===== src/rtl/pipeline_ctrl_pkg.sv =====
// Shared types for the 5-stage pipeline controller: FSM state, per-latch
// enable/flush pair, and the stage-latch fields the hazard logic consumes.
package pipeline_ctrl_pkg;

    localparam int DRAIN_CYCLES_DEF = 3;
    localparam int CNT_W_DEF        = 32;
    localparam int REG_ADDR_W       = 5;

    typedef enum logic [1:0] {
        RUN    = 2'd0,
        DRAIN  = 2'd1,
        HALTED = 2'd2
    } ctrl_state_t;

    typedef struct packed {
        logic en;
        logic flush;
    } latch_ctrl_t;

    // A flush only lands when the latch is also enabled, so BUBBLE carries en=1.
    localparam latch_ctrl_t LATCH_ADVANCE = '{en: 1'b1, flush: 1'b0};
    localparam latch_ctrl_t LATCH_HOLD    = '{en: 1'b0, flush: 1'b0};
    localparam latch_ctrl_t LATCH_BUBBLE  = '{en: 1'b1, flush: 1'b1};
    localparam latch_ctrl_t LATCH_RESET   = '{en: 1'b0, flush: 1'b1};

    typedef struct packed {
        logic                  mem_ren;
        logic                  reg_wen;
        logic [REG_ADDR_W-1:0] reg_dest;
    } idex_hazard_t;

    typedef struct packed {
        logic [REG_ADDR_W-1:0] rs;
        logic [REG_ADDR_W-1:0] rt;
        logic                  uses_rt;
    } id_operands_t;

    typedef struct packed {
        logic mem_ren;
        logic mem_wen;
    } exmem_mem_t;

    function automatic int cnt_bits(input int n);
        return (n > 1) ? $clog2(n) : 1;
    endfunction

endpackage


===== src/rtl/pipeline_ctrl_hazard_detect.sv =====
// Load-use detector: a load in EX whose destination feeds an operand of the
// instruction in ID. Register 0 is hardwired, so it never creates a hazard.
module pipeline_ctrl_hazard_detect
    import pipeline_ctrl_pkg::*;
(
    input  idex_hazard_t ex_i,
    input  id_operands_t id_i,
    output logic         load_use_o
);

    logic dest_live;
    logic rs_match;
    logic rt_match;

    always_comb begin
        dest_live  = ex_i.mem_ren & ex_i.reg_wen & (ex_i.reg_dest != '0);
        rs_match   = (ex_i.reg_dest == id_i.rs);
        rt_match   = id_i.uses_rt & (ex_i.reg_dest == id_i.rt);
        load_use_o = dest_live & (rs_match | rt_match);
    end

endmodule


===== src/rtl/pipeline_ctrl.sv =====
// Pipeline hazard/sequencing controller: per-latch enables and flushes,
// halt-drain FSM and saturating stall-cycle counter.
module pipeline_ctrl
    import pipeline_ctrl_pkg::*;
#(
    parameter int DRAIN_CYCLES = DRAIN_CYCLES_DEF,
    parameter int CNT_W        = CNT_W_DEF
) (
    input  logic                  CLK,
    input  logic                  RST,
    input  logic                  ihit,
    input  logic                  dhit,
    input  logic                  mem_ren,
    input  logic                  mem_wen,
    input  logic                  ex_memren,
    input  logic                  ex_regwen,
    input  logic [REG_ADDR_W-1:0] ex_regdest,
    input  logic [REG_ADDR_W-1:0] id_rs,
    input  logic [REG_ADDR_W-1:0] id_rt,
    input  logic                  id_uses_rt,
    input  logic                  ex_br_taken,
    input  logic                  id_jump,
    input  logic                  id_halt,
    output logic                  pc_en,
    output logic                  ifid_en,
    output logic                  idex_en,
    output logic                  exmem_en,
    output logic                  memwb_en,
    output logic                  ifid_flush,
    output logic                  idex_flush,
    output logic                  exmem_flush,
    output logic                  memwb_flush,
    output logic                  halt,
    output logic [CNT_W-1:0]      stall_cnt,
    output ctrl_state_t           dbg_state_o
);

    localparam int DW = cnt_bits(DRAIN_CYCLES);
    localparam logic [DW-1:0] DRAIN_LAST = DW'(DRAIN_CYCLES - 1);

    ctrl_state_t      state_q, state_d;
    logic [DW-1:0]    drain_cnt_q, drain_cnt_d;
    logic             halt_q, halt_d;
    logic [CNT_W-1:0] stall_cnt_q, stall_cnt_d;

    logic         mem_busy;
    logic         load_use;
    logic         pc_en_c;
    latch_ctrl_t  ifid_c, idex_c, exmem_c, memwb_c;
    idex_hazard_t ex_hz;
    id_operands_t id_ops;
    exmem_mem_t   mem_acc;

    always_comb begin
        ex_hz    = '{mem_ren: ex_memren, reg_wen: ex_regwen, reg_dest: ex_regdest};
        id_ops   = '{rs: id_rs, rt: id_rt, uses_rt: id_uses_rt};
        mem_acc  = '{mem_ren: mem_ren, mem_wen: mem_wen};
        mem_busy = (mem_acc.mem_ren | mem_acc.mem_wen) & ~dhit;
    end

    pipeline_ctrl_hazard_detect u_hazard (
        .ex_i       (ex_hz),
        .id_i       (id_ops),
        .load_use_o (load_use)
    );

    always_ff @(posedge CLK) begin
        if (RST) begin
            state_q     <= RUN;
            drain_cnt_q <= '0;
            halt_q      <= 1'b0;
            stall_cnt_q <= '0;
        end else begin
            state_q     <= state_d;
            drain_cnt_q <= drain_cnt_d;
            halt_q      <= halt_d;
            stall_cnt_q <= stall_cnt_d;
        end
    end

    // Halt may only start draining when nothing of higher priority owns the cycle.
    always_comb begin
        state_d     = state_q;
        drain_cnt_d = drain_cnt_q;
        halt_d      = halt_q;
        case (state_q)
            RUN: begin
                if (!mem_busy && !ex_br_taken && !load_use && id_halt) begin
                    state_d     = DRAIN;
                    drain_cnt_d = '0;
                end
            end
            DRAIN: begin
                if (!mem_busy) begin
                    if (drain_cnt_q == DRAIN_LAST) begin
                        state_d = HALTED;
                        halt_d  = 1'b1;
                    end else begin
                        drain_cnt_d = drain_cnt_q + 1'b1;
                    end
                end
            end
            HALTED: begin
                halt_d = 1'b1;
            end
            default: begin
                state_d = RUN;
            end
        endcase
    end

    always_comb begin
        pc_en_c = 1'b1;
        ifid_c  = LATCH_ADVANCE;
        idex_c  = LATCH_ADVANCE;
        exmem_c = LATCH_ADVANCE;
        memwb_c = LATCH_ADVANCE;
        if (RST) begin
            pc_en_c = 1'b0;
            ifid_c  = LATCH_RESET;
            idex_c  = LATCH_RESET;
            exmem_c = LATCH_RESET;
            memwb_c = LATCH_RESET;
        end else begin
            case (state_q)
                RUN, DRAIN: begin
                    if (mem_busy) begin
                        // Freeze everything up to EX/MEM; WB gets a bubble.
                        pc_en_c = 1'b0;
                        ifid_c  = LATCH_HOLD;
                        idex_c  = LATCH_HOLD;
                        exmem_c = LATCH_HOLD;
                        memwb_c = LATCH_BUBBLE;
                    end else if (state_q == DRAIN) begin
                        pc_en_c = 1'b0;
                        ifid_c  = LATCH_BUBBLE;
                        idex_c  = LATCH_BUBBLE;
                    end else if (ex_br_taken) begin
                        ifid_c = LATCH_BUBBLE;
                        idex_c = LATCH_BUBBLE;
                    end else if (load_use) begin
                        pc_en_c = 1'b0;
                        ifid_c  = LATCH_HOLD;
                        idex_c  = LATCH_BUBBLE;
                    end else begin
                        if (id_jump) begin
                            ifid_c = LATCH_BUBBLE;
                        end else if (!ihit) begin
                            pc_en_c = 1'b0;
                            ifid_c  = LATCH_BUBBLE;
                        end
                        if (id_halt) begin
                            idex_c = LATCH_BUBBLE;
                        end
                    end
                end
                default: begin
                    pc_en_c = 1'b0;
                    ifid_c  = LATCH_HOLD;
                    idex_c  = LATCH_HOLD;
                    exmem_c = LATCH_HOLD;
                    memwb_c = LATCH_HOLD;
                end
            endcase
        end
    end

    always_comb begin
        stall_cnt_d = stall_cnt_q;
        if (state_q == RUN && !pc_en_c && stall_cnt_q != '1) begin
            stall_cnt_d = stall_cnt_q + 1'b1;
        end
    end

    assign pc_en       = pc_en_c;
    assign ifid_en     = ifid_c.en;
    assign idex_en     = idex_c.en;
    assign exmem_en    = exmem_c.en;
    assign memwb_en    = memwb_c.en;
    assign ifid_flush  = ifid_c.flush;
    assign idex_flush  = idex_c.flush;
    assign exmem_flush = exmem_c.flush;
    assign memwb_flush = memwb_c.flush;
    assign halt        = halt_q;
    assign stall_cnt   = stall_cnt_q;
    assign dbg_state_o = state_q;

endmodule


===== config.mk =====
export PLATFORM = sky130hd
export DESIGN_NAME = pipeline_ctrl
export DESIGN_NICKNAME = d
export VERILOG_FILES = /design/src/rtl/pipeline_ctrl_pkg.sv /design/src/rtl/pipeline_ctrl_hazard_detect.sv /design/src/rtl/pipeline_ctrl.sv
export SDC_FILE = /design/constraint.sdc
export NUM_CORES = 1
export LEC_CHECK = 0
export ABC_AREA = 1
export BUFFER_PORTS_ARGS = -buffer_cell sky130_fd_sc_hd__buf_2
export CORE_ASPECT_RATIO = 1.75
export CORE_MARGIN = 2
export CORE_UTILIZATION = 40
export CTS_BUF_LIST = sky130_fd_sc_hd__clkbuf_8
export CTS_CLUSTER_DIAMETER = 40
export DETAILED_ROUTE_END_ITERATION = 8
export GPL_ROUTABILITY_DRIVEN = 1
export GPL_TIMING_DRIVEN = 0
export PLACE_DENSITY = 0.6
export SETUP_SLACK_MARGIN = 0.3
export SLEW_MARGIN = 20
export SYNTH_ARGS = -nofsm -noshare
export SYNTH_HDL_FRONTEND = slang
export SYNTH_HIERARCHICAL = 1
export SYNTH_SLANG_ARGS = --single-unit
export TNS_END_PERCENT = 50

===== constraint.sdc =====
create_clock -name CLK -period 1.8 [get_ports CLK]
set_input_delay 0.09 -clock CLK [delete_from_list [all_inputs] [get_ports CLK]]
set_output_delay 0.09 -clock CLK [all_outputs]
set_load 0.02 [all_outputs]

======== After elaboration in Yosys (flattened, before gate mapping) ========
Index checks and enable logic that the tools add are counted.
operators by class
  $add $sub $neg .......................... 2
  equality and inequality tests ........... 10
  mux-type cells .......................... 40
  bitwise gates (word level) .............. 9
  reductions and logical operators ........ 17
operator list
  operator               number
  $mux 2                 20
  $add 32x1->32 const B  1
  $ne 32x32->1 const B   1
  $mux 1                 17
  $eq 5x5->1             2
  $ne 2x2->1 const B     4
  $reduce_and 4->1       2
  $pmux 2 s3             1
  $and 1x1->1            5
  $logic_and 1x1->1      5
  $reduce_bool 5->1      1
  $eq 2x2->1 const B     2
  $logic_not 1->1        4
  $pmux 2 s2             1
  $reduce_bool 2->1      2
  $reduce_and 3->1       1
  $add 2x1->2 const B    1
  $eq 2x1->1 const B     1
  $logic_not 2->1        1
  $not 1->1              2
  $or 1x1->1             2
  $pmux 1 s2             1
  $reduce_or 2->1        1
word-level totals
  register bits after elaboration ......... 37
  input port bits ......................... 27
  output and inout port bits .............. 44
  logic and storage cells ................. 82

======== Depth between registers and ports, before layout ========
  word-level depth ........................ 13
  depth in mapped cells ................... 15
  depth with buffers taken out ............ 14

======== Hierarchy ========
Netlist, hierarchy kept.
by module, submodules not included
  module                       instances  cells each  area an instance (um^2)  sequential area each (um^2)
  pipeline_ctrl                1          416         2632.5                   740.7
  pipeline_ctrl_hazard_detect  1          52          210.2                    0.0

======== Worst setup path after synthesis ========
OpenSTA, ideal clock, no wires.
  path type ............................... register to register
  from .................................... register stall_cnt_q[1] (netlist: stall_cnt[1])
  to ...................................... register stall_cnt_q[19] (netlist: stall_cnt[19])
  library setup time ...................... 142 ps
  data arrival time ....................... 1647 ps
  required time ........................... 1658 ps
  setup slack ............................. 11 ps
  stages on the path, launching flop included .. 11
  buffers on the path ..................... 1
  clock period less this slack ............ 1789 ps
  cell sequence ........................... dfxtp_1 ha_1 inv_1 nor2_4 nand2_4 nor2_8 nand2_4 nor2b_4 buf_6 nand2_1 a21oi_2
between the ends
  word-level cells in the longest chain between the ends .. 2
  elaborated cells on any way between the ends .. 3
  classes of those cells .................. add/sub: 1; eq/ne: 1; reduce/logical: 1
RTL lines
  what                                                                   RTL line             source
  start: declaration                                                     pipeline_ctrl.sv:44  logic [CNT_W-1:0] stall_cnt_q, stall_cnt_d;
  start signal: assignment                                               pipeline_ctrl.sv:77  stall_cnt_q <= stall_cnt_d;
  parallel branches: the longest is 2 deep, another holds $add 32x1->32  --
Parallel ways; which one is timed is not known.
A chain may end at the register's enable or synchronous reset.

======== Worst setup path after layout ========
  from .................................... register stall_cnt_q[1] (netlist: stall_cnt[1])
  to ...................................... register stall_cnt_q[26] (netlist: stall_cnt[26])
The elaborated chain is that of the path after synthesis.

==> qor_table.md <==
| Item | This run |
|:---|:---|
| Max-capacitance violation count | 0 |
| Sw power | 668 uW |
| Setup CP Type | flop to flop |
| Die width | 67.7 microns |
| CP Data Required Time | 1.95 ns |
| Post-synthesis sequential element count | 37 |
| Final Non-Filler Cells | 651 |
| Longest individual stage delay on the worst path | 0.36 ns |
| Post-detailed-route DRC marker count | 0 |
| Number of buffers and inverters on the critical path | 3 |
| Number of instances in the placed design | 621 |
| Final setup skew | 0.00578 ns |
| Count of antenna-violating nets left after detailed routing | 0 |
| TritonCTS clock tree | done |
| Antenna diode count | 0 |
| Final routed wire length divided by cell count | 13.4 microns |
| Instance count of the mapped netlist | 468 |
| Clock group share of total power | 27.8% |
| Count of H-tree levels built during CTS | 2 |
| Fmax | 0.620 GHz |
| Endpoints failing hold | 2 |
| Most common cell after layout, fill and taps aside | nand2_1 |
| Cell leakage power | 1.77 nW |
| Worst-path cell chain | ha_4 > inv_4 > nor2_4 > nand2_4 > nor2_8 > nand2_4 > nor2b_4 > buf_12 > buf_12 > nand2_4 > a21oi_2 |
| Vias after detailed routing | 3173 |
| Number of global-route vias before repair | 3013 |
| Most frequent cells in the layout | 141 x nand2_1, 71 x buf_2, 64 x nor2_1 |
| Layout area overhead | 36.9% |
| Slew at the pin closest to its max-slew limit | 0.885 ns |
| Cell Area, Synth | 2840 sq um |
| Layout cells sized above 1 | 40.9% |
| Number of vias per cell | 4.87 |
| Critical path's most frequent cell | nand2_4 |
| Kind of path behind the tightest hold check | input port to flop |
| Cell area reported after detailed placement | 3360 sq um |
| Largest net degree at the start of global routing | 12 |
| Global Route Usage Sum | 23.4% |
| Peak VDD IR | 358 uV |
| Total power density per cell area | 511 nW/um^2 |
| Half-perimeter wire length after placement | 6690 microns |
| Count of standard-cell rows | 40 |
| Area occupied by registers | 837 sq um |
| Layout filler cell count | 673 |
| Number of endpoints failing setup at the final stage | 0 |
| Final critical-path setup slack | 0.187 ns |
| Critical Path Source Type | flop |
| Core ar. | 6860 sq um |
| Place WS | -0.237 ns |
| Final worst-path cycle share | 89.6% |
| Die Outline Area | 7820 sq um |
| Number of sinks driven by the clock tree | 37 |
| Proportion of synthesized chip area in sequential cells | 26.1% |
| Final critical-path required period | 1.61 ns |
| Largest delay share family, worst path | simple AND/OR/NAND/NOR gates |
| Layout Nets | 596 |
| Synth warn | 6 |
| Part of the total power dissipated in sequential elements | 41.9% |
| Worst slew margin | 41.0% |
| Total congestion overflow | 0 |
| Worst hold slack across all endpoints | -0.00800 ns |
| Total of buffers placed on input and output ports | 69 |
| Setup crit end kind | flop |
| Switching power share of the total | 33.6% |
| Root buffer cell | clkbuf_8 |
| Library cells used by synthesis | 32 |
| Final estimated routing congestion in global placement | 0.885 |
| Master of the slowest instance on the critical path | dfxtp_4 |
| Power Total | 1.99 mW |
| Final max-slew violation count | 0 |
| Pint | 1.32 mW |
| Avg Inst Size Synth | 6.07 sq um |
| Vertical die dimension | 116 microns |
| Violated checks | negative hold slack |
| Final-layout setup total negative slack | 0 ns |
| End-of-flow core utilization | 56.8% |
| RSZ-0062 raised after global routing | true |
| Routed Wire Length | 8730 microns |
| Buffers from clock root to sink, at most | 2 |
| Wire length of the first global-routing pass | 13700 microns |
| CTS Buf Count | 5 |
| IO Count | 71 |
| Run status | complete, but fails checks |
| Pre-Repair DR Iteration Count | 4 |
| Post-route cell area | 3890 sq um |
| Starting density of the core | 41.5% |
| Clock Pin Slew Worst Setup and Hold Paths | 0.07 ns |
| Critical Path AT | 1.76 ns |
| Initial antenna violation count | 0 |
| Critical-path maximum fanout | 5 |
| Clock insertion delay at the later pin of the skew report | 0.30 ns |
| Net count after synthesis | 497 |
| Violation count after the first detailed-route iteration | 126 |
| Multi-input gate area | 2020 sq um |
| Gate power share | 30.3% |
-- layer usage --
layer / wire [microns] / track usage (%) / up-vias / share of wire, %
met5: 0 / 0 / - / 0
met4: 291 / 9.39 / 0 / 3.3
met3: 293 / 3.69 / 19 / 3.4
met2: 4980 / 46.3 / 80 / 57
met1: 3160 / 22.8 / 1423 / 36
li1: - / - / 1651 / -
-- flip-flops by register name, summed over array words and instances (netlist names) --
| name | count |
|---|---|
| halt | 1 |
| dbg_state_o | 2 |
| stall_cnt | 32 |
| drain_cnt_q | 2 |
-- worst paths after layout --
kind	start	depth (start not counted)	end	slack [ns]
worst min-delay path	RST	2	stall_cnt[2]$_SDFFE_PP0P_	-0.008
worst min register to register	halt$_SDFFE_PP0P_	2	halt$_SDFFE_PP0P_	0.45
worst max register to register	stall_cnt[1]$_SDFFE_PP0P_	11	stall_cnt[26]$_SDFFE_PP0P_	0.19
worst max-delay path	stall_cnt[1]$_SDFFE_PP0P_	11	stall_cnt[26]$_SDFFE_PP0P_	0.19
-- synthesized netlist by cell type (all sizes together) --
cell type	count	area [sq um]
nand2	182	746
nand3	30	150
nor2b	1	13.8
xnor2	7	61.3
nor2	83	355
nor3	3	15.0
nor4	1	6.26
clkbuf	3	11.3
nand3b	2	15.0
xor2	9	78.8
o21bai	1	7.51
nand4	3	18.8
dfxtp	37	741
ha	2	25.0
buf	10	92.6
a21boi	1	7.51
a21oi	34	256
a311oi	1	8.76
o21ai	10	50.1
inv	48	183
-- layout make-up --
type	count	area share (%)
repair buffers	92	13.6
plain buffers	13	3.44
flip-flops and latches	37	21.5
clock inverters	2	0.225
clock buffers	5	1.77
inverters	48	4.76
well taps	84	2.70
multi-input cells	370	52.0
-- cell families after synthesis --
group / after synthesis / share of synthesized area, %
buffers and inverters: 61 / 10.1
adders and majority gates: 2 / 0.880
AOI/OAI and AO/OA: 47 / 11.6
xor gates and xnor gates: 16 / 4.93
and+or+nand+nor: 305 / 46.4
DFF: 37 / 26.1
-- repair_timing --
| item | 4_1_cts | 5_1_grt |
|---|---|---|
| setup buffers | 10 | 10 |
| gates cloned | 1 | 2 |
| resized for setup | 22 | 64 |
| hold endpoints to repair | 2 | 2 |
| pin swaps | 3 | 12 |
| endpoints found under the setup margin | 35 | 38 |
-- worst reg2reg max path: stages (launching register included) --
cell,delay [ns]
dfxtp_4,0.36
ha_4,0.16
inv_4,0.04
nor2_4,0.11
nand2_4,0.09
nor2_8,0.10
nand2_4,0.07
nor2b_4,0.15
buf_12,0.13
buf_12,0.14
nand2_4,0.06
a21oi_2,0.04
-- power by group through the flow --
stage | Sequential, mW | Combinational (mW) | Clock (mW)
2_1_floorplan | 0.904 | 0.295 | 0
3_3_place_gp | 0.888 | 0.447 | 0
3_5_place_dp | 0.888 | 0.456 | 0
4_1_cts | 0.860 | 0.510 | 0.577
5_1_grt | 0.836 | 0.654 | 0.617
6_report | 0.834 | 0.602 | 0.553
No activity file was read; power rests on OpenSTA's default activity.
